==> src/rtl/i2c_pkg.sv <==
// Shared types and constants for the I2C target responder.
package i2c_pkg;

    typedef enum logic [2:0] {
        ST_IDLE     = 3'd0,
        ST_ADDR     = 3'd1,
        ST_ADDR_ACK = 3'd2,
        ST_RX_BYTE  = 3'd3,
        ST_RX_ACK   = 3'd4,
        ST_TX_LOAD  = 3'd5,
        ST_TX_BYTE  = 3'd6,
        ST_TX_ACK   = 3'd7
    } i2c_state_t;

    localparam int   BYTE_BITS = 8;
    localparam logic ACK       = 1'b0;
    localparam logic NACK      = 1'b1;

endpackage

==> src/rtl/i2c_line_sync.sv <==
// Synchronizes the raw SCL/SDA levels and derives SCL edges plus
// START/STOP conditions. Idle bus level is high, so the chains reset to 1.
module i2c_line_sync #(
    parameter int SYNC_STAGES = 2
) (
    input  logic clk,
    input  logic rst_n,
    input  logic scl_in,
    input  logic sda_in,
    output logic sda,
    output logic scl_rise,
    output logic scl_fall,
    output logic start,
    output logic stop
);

    logic [SYNC_STAGES-1:0] scl_sync;
    logic [SYNC_STAGES-1:0] sda_sync;
    logic                   scl_q;
    logic                   sda_q;
    logic                   scl;

    // Synchronizer chains plus one history flop per line for edge detection.
    always_ff @(posedge clk or negedge rst_n) begin
        if (!rst_n) begin
            scl_sync <= '1;
            sda_sync <= '1;
            scl_q    <= 1'b1;
            sda_q    <= 1'b1;
        end else begin
            scl_sync <= {scl_sync[SYNC_STAGES-2:0], scl_in};
            sda_sync <= {sda_sync[SYNC_STAGES-2:0], sda_in};
            scl_q    <= scl_sync[SYNC_STAGES-1];
            sda_q    <= sda_sync[SYNC_STAGES-1];
        end
    end

    assign scl      = scl_sync[SYNC_STAGES-1];
    assign sda      = sda_sync[SYNC_STAGES-1];
    assign scl_rise = scl & ~scl_q;
    assign scl_fall = ~scl & scl_q;
    // SCL must be high in both samples so an SCL edge never looks like START/STOP.
    assign start    = scl & scl_q & sda_q & ~sda;
    assign stop     = scl & scl_q & ~sda_q & sda;

endmodule

==> src/rtl/i2c_slave_responder.sv <==
// I2C target: address match, write-byte receive, read-byte transmit.
// Optional clock stretching while waiting for read data: I2C_STRETCH_EN.
//
// state       | meaning
// ST_IDLE     | bus ignored until START
// ST_ADDR     | shifting address byte; cnt==8 means matched, ACK pending
// ST_ADDR_ACK | driving address ACK for one SCL low/high period
// ST_RX_BYTE  | shifting a write byte; cnt==8 means byte done, ACK pending
// ST_RX_ACK   | driving write-byte ACK
// ST_TX_LOAD  | fetching the next read byte from the fabric
// ST_TX_BYTE  | shifting a read byte out, MSB first
// ST_TX_ACK   | sampling master ACK/NACK; cnt==1 means ACK seen
module i2c_slave_responder
    import i2c_pkg::*;
#(
    parameter logic [6:0] SLAVE_ADDR  = 7'h01,
    parameter int         SYNC_STAGES = 2
) (
    input  logic       clk,
    input  logic       reset,
    input  logic       scl_in,
    input  logic       sda_in,
    output logic       sda_oe,
    output logic       scl_oe,
    output logic [7:0] rx_data,
    output logic       rx_valid,
    output logic       tx_req,
    input  logic [7:0] tx_data,
    input  logic       tx_valid,
    output logic       busy,
    output logic       rw
);

    localparam logic [3:0] CNT_LAST = 4'(BYTE_BITS - 1);
    localparam logic [3:0] CNT_DONE = 4'(BYTE_BITS);

    i2c_state_t              state;
    logic [3:0]              cnt;
    logic [BYTE_BITS-2:0]    shreg;
    logic                    sda_s;
    logic                    scl_rise;
    logic                    scl_fall;
    logic                    start_det;
    logic                    stop_det;

    i2c_line_sync #(
        .SYNC_STAGES(SYNC_STAGES)
    ) u_line_sync (
        .clk      (clk),
        .rst_n    (reset),
        .scl_in   (scl_in),
        .sda_in   (sda_in),
        .sda      (sda_s),
        .scl_rise (scl_rise),
        .scl_fall (scl_fall),
        .start    (start_det),
        .stop     (stop_det)
    );

`ifdef I2C_STRETCH_EN
    logic scl_oe_r;
    assign scl_oe = scl_oe_r;
`else
    logic unused_tx_valid;
    assign unused_tx_valid = tx_valid;
    assign scl_oe          = 1'b0;
`endif

    // Protocol FSM; bus conditions override bit handling in every state.
    always_ff @(posedge clk or negedge reset) begin
        if (!reset) begin
            state    <= ST_IDLE;
            cnt      <= '0;
            shreg    <= '0;
            sda_oe   <= 1'b0;
            rx_data  <= '0;
            rx_valid <= 1'b0;
            tx_req   <= 1'b0;
            busy     <= 1'b0;
            rw       <= 1'b0;
`ifdef I2C_STRETCH_EN
            scl_oe_r <= 1'b0;
`endif
        end else begin
            rx_valid <= 1'b0;
            if (stop_det) begin
                state  <= ST_IDLE;
                cnt    <= '0;
                sda_oe <= 1'b0;
                tx_req <= 1'b0;
                busy   <= 1'b0;
`ifdef I2C_STRETCH_EN
                scl_oe_r <= 1'b0;
`endif
            end else if (start_det) begin
                state  <= ST_ADDR;
                cnt    <= '0;
                sda_oe <= 1'b0;
                tx_req <= 1'b0;
`ifdef I2C_STRETCH_EN
                scl_oe_r <= 1'b0;
`endif
            end else begin
                case (state)
                    ST_IDLE: ;
                    ST_ADDR: begin
                        if (scl_rise && cnt < CNT_DONE) begin
                            shreg <= {shreg[BYTE_BITS-3:0], sda_s};
                            cnt   <= cnt + 4'd1;
                            if (cnt == CNT_LAST) begin
                                if (shreg == SLAVE_ADDR) begin
                                    rw   <= sda_s;
                                    busy <= 1'b1;
                                end else begin
                                    state <= ST_IDLE;
                                    cnt   <= '0;
                                    busy  <= 1'b0;
                                end
                            end
                        end else if (scl_fall && cnt == CNT_DONE) begin
                            sda_oe <= 1'b1;
                            state  <= ST_ADDR_ACK;
                        end
                    end
                    ST_ADDR_ACK: begin
                        if (scl_fall) begin
                            sda_oe <= 1'b0;
                            cnt    <= '0;
                            state  <= rw ? ST_TX_LOAD : ST_RX_BYTE;
                        end
                    end
                    ST_RX_BYTE: begin
                        if (scl_rise && cnt < CNT_DONE) begin
                            shreg <= {shreg[BYTE_BITS-3:0], sda_s};
                            cnt   <= cnt + 4'd1;
                            if (cnt == CNT_LAST) begin
                                rx_data  <= {shreg, sda_s};
                                rx_valid <= 1'b1;
                            end
                        end else if (scl_fall && cnt == CNT_DONE) begin
                            sda_oe <= 1'b1;
                            state  <= ST_RX_ACK;
                        end
                    end
                    ST_RX_ACK: begin
                        if (scl_fall) begin
                            sda_oe <= 1'b0;
                            cnt    <= '0;
                            state  <= ST_RX_BYTE;
                        end
                    end
                    ST_TX_LOAD: begin
`ifdef I2C_STRETCH_EN
                        if (tx_req && tx_valid) begin
`else
                        if (tx_req) begin
`endif
                            shreg  <= tx_data[BYTE_BITS-2:0];
                            sda_oe <= ~tx_data[BYTE_BITS-1];
                            tx_req <= 1'b0;
                            cnt    <= '0;
                            state  <= ST_TX_BYTE;
                        end else begin
                            tx_req <= 1'b1;
`ifdef I2C_STRETCH_EN
                            scl_oe_r <= 1'b1;
`endif
                        end
                    end
                    ST_TX_BYTE: begin
`ifdef I2C_STRETCH_EN
                        scl_oe_r <= 1'b0;
`endif
                        if (scl_fall) begin
                            if (cnt == CNT_LAST) begin
                                sda_oe <= 1'b0;
                                cnt    <= '0;
                                state  <= ST_TX_ACK;
                            end else begin
                                sda_oe <= ~shreg[BYTE_BITS-2];
                                shreg  <= {shreg[BYTE_BITS-3:0], 1'b0};
                                cnt    <= cnt + 4'd1;
                            end
                        end
                    end
                    ST_TX_ACK: begin
                        if (scl_rise) begin
                            if (sda_s == NACK) begin
                                state <= ST_IDLE;
                                busy  <= 1'b0;
                            end else begin
                                cnt <= 4'd1;
                            end
                        end else if (scl_fall && cnt == 4'd1) begin
                            cnt   <= '0;
                            state <= ST_TX_LOAD;
                        end
                    end
                    default: state <= ST_IDLE;
                endcase
            end
        end
    end

endmodule

==> config.mk <==
export PLATFORM = sky130hd
export DESIGN_NAME = i2c_slave_responder
export DESIGN_NICKNAME = d
export VERILOG_FILES = /design/src/rtl/i2c_pkg.sv /design/src/rtl/i2c_line_sync.sv /design/src/rtl/i2c_slave_responder.sv
export SDC_FILE = /design/constraint.sdc
export NUM_CORES = 1
export LEC_CHECK = 0
export CORE_MARGIN = 3
export CORE_UTILIZATION = 54
export CTS_BUF_LIST = sky130_fd_sc_hd__clkbuf_4
export DETAILED_ROUTE_END_ITERATION = 10
export PLACE_DENSITY = 0.79
export SYNTH_ARGS = -nofsm -noshare
export SYNTH_HDL_FRONTEND = slang
export SYNTH_SLANG_ARGS = --single-unit
==> constraint.sdc <==
create_clock -name clk -period 4.6 [get_ports clk]
set_input_delay 0.46 -clock clk [delete_from_list [all_inputs] [get_ports clk]]
set_output_delay 0.46 -clock clk [all_outputs]
set_load 0.01 [all_outputs]
Word level (Yosys, flattened, before mapping)
Index checks and enable logic that the tools add are counted.

Div/mod/pow operators: 0. Multiply operators: 0. Order comparisons: 1. $add $sub $neg: 1. Reduce and logical (&&, ||, !) cells: 18. Shift operators: 0. Bitwise gates (word level): 15. Mux-type cells: 63. Equal/unequal tests: 38.

Operators with widths (count): 4-bit two-way mux (13); 3-bit two-way mux (17); 4-bit != test, second input constant (10); 7-bit two-way mux (4); 5-bit != test, second input constant (5); 1-bit two-way mux (24); 4-bit one-hot mux with 6 select lines (1); 3-bit one-hot mux with 7 select lines (1); 7-bit one-hot mux with 3 select lines (1); 6-bit AND reduction (3); 13-bit AND reduction (1); 3-bit equality test, second input constant (4); 3-bit != test, second input constant (3); 3-bit nonzero test (3); 9-bit nonzero test (1); 4-bit by 1-bit != test with 1-bit output, second input constant (2); 1-bit inverter (8); 8-bit AND reduction (1); 8-bit nonzero test (1); 1-bit bitwise AND (7); 7-bit by 1-bit equality test with 1-bit output, second input constant (1); 7-bit AND reduction (1); 3-bit by 2-bit equality test with 1-bit output, second input constant (2); 2-bit != test, second input constant (3); other kinds (15) (19).

Latch bits: 0. RAM bits: 0. Output and inout bits: 14. Register bits: 33. Input port bits: 13. Word-level logic and storage cells: 149. Memories: 0. ROM bits: 0.

Logic depth before layout (Yosys ltp)
Depth after elaboration: 8. Depth in mapped cells: 8. Mapped depth without buffers: 7.

By module
From an unflattened synthesis, not the netlist that was laid out.

Cells, all modules: 183. Area, all modules: 1865.5 µm².

By module, submodules not included: i2c_slave_responder (times used 1, sequential area each 675.6 µm², cells an instance 173, area each 1675.4 µm²); i2c_line_sync (times used 1, sequential area each 157.7 µm², cells an instance 10, area each 190.2 µm²).

Least setup slack after synthesis
OpenSTA, ideal clock, no wires.

Path type: flip-flop to flip-flop. Start: register cnt[0]. End: register shreg[0]. Cell stages (with the launch flop): 6. Path slack: 2.737 ns. Buffers on the path: 0. Data required time: 4.475 ns. Data arrival time: 1.738 ns. Period minus slack after synthesis: 1.863 ns. Library setup time: 0.125 ns. Cells stage by stage: dfrtp_1 > ha_1 > nand3b_2 > a211oi_1 > a2111oi_4 > mux2_2.

Word-level cells in the longest chain between the ends: 4. Elaborated cells on any way between the ends: 6. Classes of those cells: 1 x order compare; 3 x eq/ne; 2 x reduce/logical.

Ends and longest elaborated chain: start, declared (RTL line i2c_slave_responder.sv:38) `logic [3:0] cnt;`; start signal, assigned (RTL line i2c_slave_responder.sv:109) `cnt <= cnt + 4'd1;`; start signal, assigned (RTL line i2c_slave_responder.sv:135) `cnt <= cnt + 4'd1;`; start signal, assigned (RTL line i2c_slave_responder.sv:182) `cnt <= cnt + 4'd1;`; 4-bit < comparator (RTL line i2c_slave_responder.sv:107, i2c_slave_responder.sv:133); 1-bit logical AND (RTL line i2c_slave_responder.sv:107, i2c_slave_responder.sv:133); 2-bit by 1-bit != test with 1-bit output (no line); 7-bit AND reduction (no line) (*); end signal, assigned (RTL line i2c_slave_responder.sv:108) `shreg <= {shreg[BYTE_BITS-3:0], sda_s};`; end signal, assigned (RTL line i2c_slave_responder.sv:134) `shreg <= {shreg[BYTE_BITS-3:0], sda_s};`; end signal, assigned (RTL line i2c_slave_responder.sv:158) `shreg <= tx_data[BYTE_BITS-2:0];`; end, declared (RTL line i2c_slave_responder.sv:39) `logic [BYTE_BITS-2:0] shreg;`.

Every way passes the cells marked *; elsewhere a longest branch is shown, timed or not. A chain may end at the register's enable or synchronous reset.

Final worst setup path
Start: register state[0]. End: register shreg[0].

Word-level cells in the longest chain between the ends: 4. Elaborated cells on any way between the ends: 12. Classes of those cells: 8 x eq/ne; 1 x mux; 3 x reduce/logical.

Ends and longest elaborated chain: start, declared (RTL line i2c_slave_responder.sv:37) `i2c_state_t state;`; start signal, assigned (RTL line i2c_slave_responder.sv:129) `state <= rw ? ST_TX_LOAD : ST_RX_BYTE;`; 3-bit by 2-bit equality test with 1-bit output or 3-bit by 1-bit equality test with 1-bit output (tied branches) (RTL line i2c_slave_responder.sv:104) `case (state)`; 2-bit OR reduction (no line); 2-bit by 1-bit != test with 1-bit output (no line) or 3-bit nonzero test (tied branches); 7-bit AND reduction (no line).

Parallel ways exist; a longest one is shown, timed or not.

==> results.ini <==
[critical_path]
reg2regPathDepth = 4
cp_slowest_cell = a2111oi_4
rrSetupSlack_ns = 1.77
startpoint_type = register
crit_chain = nand3b_1 > a21boi_4 > a2111oi_4 > mux2_2
crit_buf_inv = 0
cp_max_fo = 18
path_delay_family = compound AO/OA/AOI/OAI gates
worst-path-stages = 4
end_kind = register
reg2reg_to = shreg[0]$_DFFE_PN0P_
critical_path_class = reg -> reg
arrival_ns = 3.07
max_stage_delay_ns = 0.74
critPathRequiredTime_ns = 4.84
r2r-start = state[0]$_DFFE_PN0P_

[sta]
slew_headroom = 0.515
setup_violations = 0
setup-tns-final_ns = 0
fmax_ghz = 0.354
rsz0062_at_grt = no
final_max_slew_viol_count = 0
tightest_slew_ns = 0.727
finalHoldViolations = 0
finalWorstSetupSlack_ns = 1.77
period_needed_ns = 2.83
skew_ns = 0.0127
post-route-period-util = 0.614

[detailed_routing]
finalWirelength_mm = 4.23
wl_per_cell_um = 16.9
firstDrtPassIters = 4
vias_per_cell = 5.99
ant_nets = 0
dr_total_vias = 1497
drc = 0
drtIter0Drc = 77

[clocking]
cts_hold_buf = 0
clk_pin_slew_worst_paths_ns = 0.12
cts_made_buffers = 5
clock_latency_ns = 0.35
root_buffer = clkbuf_4
htreeDepth = 2
clock_sinks = 33
cts_resized = 0
cts_tree = yes
clockBufferDepth = 2
postCtsSetupRepairBufs = 0

[pwr]
leakagePower_nw = 0.951
power_density_nw_per_um2 = 551
worst_ir_drop_vdd_mv = 0.260

[synth]
syn-num-nets = 196
synth.top_cell.area_share = 0.350
synth_fa_ha_area_frac = 0.0195
synth_area_leaders = dfrtp_1 (35%), dfstp_2 (8.2%), mux2_2 (5.8%), mux2i_1 (4.2%), a21oi_1 (3.4%)
seq_area_frac_synth = 0.432
synth_edf_count = 0
synth_area_um2 = 1930
synthMuxAreaShare = 0.108
netlist-cell-type-count = 59
syn_area_per_cell_um2 = 10.7
synth-compound-area-share = 0.190
yosys_register_bits = 33
yosysWarnings = 0
synth-simple-area-share = 0.184
synth_ff_type = dfrtp_1
yosysTopAreaCell = dfrtp_1
synthXorXnorAreaFrac = 0.0136
synth_top_family_by_area = compound AO/OA/AOI/OAI gates
synthArstFlopShare = 1.00
synthCells = 180

[layout]
drive_above_1_share = 0.206
seq_area_um2 = 833
syn_to_final_growth_pct = 16.3
layout.nets = 219
fill_cells = 269
mostFrequentLayoutCell = dfrtp_1
final_cell_mix = dfrtp_1 (27), clkdlybuf4s50_1 (24), nor2_1 (13), a21oi_1 (13), o21ai_0 (11)
multiInputGateArea_um2 = 996
diodes = 0

[hold_path]
min_from = u_line_sync.scl_sync[0]$_DFF_PN1_
min_path_type = reg -> reg
holdPathEnd = u_line_sync.scl_sync[1]$_DFF_PN1_
holdPathStages = 0

[floorplan]
initial_core_util = 0.569
ios = 27
dieArea_um2 = 4330
fp-row-count = 21
die_y_um = 65.8
die_w_um = 65.8
core_area_um2 = 3390

[placement]
dp_hpwl_mm = 2.98
pre_cts_ws_ns = 1.85
port_buffers = 24
gp_congestion = 0.890

[global_route]
groute.usage.overall = 0.221
grt_max_degree = 34
overflow = 0
grt_pass1_wl_mm = 7.17
antenna_found_initial = 0
grt_pass1_vias = 1560

[flow_run]
cap_violations = 0

[run_status]
status = finished clean

[synthesized netlist by cell type, drive strengths merged (2+ instances only)]
| cell type | instances |
|---|---|
| a311oi | 3 |
| nor3b | 3 |
| or3 | 2 |
| a211oi | 2 |
| a21oi | 13 |
| a2111oi | 2 |
| dfstp | 6 |
| nand2 | 10 |
| nand2b | 4 |
| and2b | 2 |
| nor2 | 15 |
| and3 | 4 |
| xnor2 | 2 |
| o21ai | 12 |
| a221o | 2 |
| ha | 3 |
| dfrtp | 27 |
| nand3 | 4 |
| mux2 | 11 |
| o31ai | 2 |
| nor4 | 3 |
| nor3 | 2 |
| mux2i | 8 |
| buf | 8 |
| nand3b | 3 |
| inv | 7 |
[kinds of logic (layout without fill, tap and decap cells)]
logic type / count (synthesis) / count (layout)
other cells: 1 / 1
compound gates: 47 / 47
fa+ha+maj: 3 / 3
flops: 33 / 33
mux: 19 / 19
buf+inv: 16 / 40
simple gates: 58 / 58
xor+xnor: 3 / 3
[worst max-delay path by stage]
stage / from / endpoint / slack, ns
5_1_grt: state[0]$_DFFE_PN0P_ / shreg[0]$_DFFE_PN0P_ / 1.58
6_report: state[0]$_DFFE_PN0P_ / shreg[0]$_DFFE_PN0P_ / 1.77
3_5_place_dp: state[0]$_DFFE_PN0P_ / shreg[0]$_DFFE_PN0P_ / 1.85
3_3_place_gp: state[0]$_DFFE_PN0P_ / shreg[0]$_DFFE_PN0P_ / 1.89
4_1_cts: state[0]$_DFFE_PN0P_ / shreg[0]$_DFFE_PN0P_ / 1.82
2_1_floorplan: cnt[0]$_DFFE_PN0P_ / shreg[0]$_DFFE_PN0P_ / 2.74
[worst reg2reg max path: cells and delay by family, from the launching register on]
family / cells / cell delay (ns)
and+or+nand+nor: 1 / 0.54
AOI/OAI and AO/OA: 2 / 1.06
muxes: 1 / 0.41
DFF: 1 / 0.71
[per-stage QoR]
stage          instance area, um2  cells  power (mW)   util  hold WS (ns)
3_3_place_gp                 2160    242       0.979  0.638         0.346
2_1_floorplan                1930    180       0.903      -         0.164
3_5_place_dp                 2160    242        1.01  0.638         0.352
4_1_cts                      2240    250        1.24  0.662         0.369
6_report                     2240    250        1.24  0.662         0.366
5_1_grt                      2240    250        1.33  0.662         0.371
[metal layers]
layer | vias to the layer above | global-route usage | routed length (um)
li1 | 707 | - | -
met1 | 737 | 0.271 | 1820
met2 | 44 | 0.364 | 2120
met3 | 9 | 0.0493 | 196
met4 | 0 | 0.109 | 92
met5 | - | 0 | 0
[sequential cells by signal, summed over array words and instances (netlist names), 2 cells and up]
| name | flops |
|---|---|
| shreg | 7 |
| state | 3 |
| rx_data | 8 |
| cnt | 4 |
| u_line_sync.scl_sync | 2 |
| u_line_sync.sda_sync | 2 |
[cell type report]
cell class | count | area share
multi-input cells | 131 | 0.444
well taps | 46 | 0.0256
flip-flops and latches | 33 | 0.371
repair buffers | 25 | 0.110
clock buffers | 5 | 0.0167
clock inverters | 3 | 0.0206
inverters | 7 | 0.0117
[power breakdown]
| group | internal, mW | switching [mW] |
|---|---|---|
| logic | 0.254 | 0.288 |
| clock network | 0.115 | 0.112 |
| registers | 0.355 | 0.111 |
(Power assumes the default switching activity.)
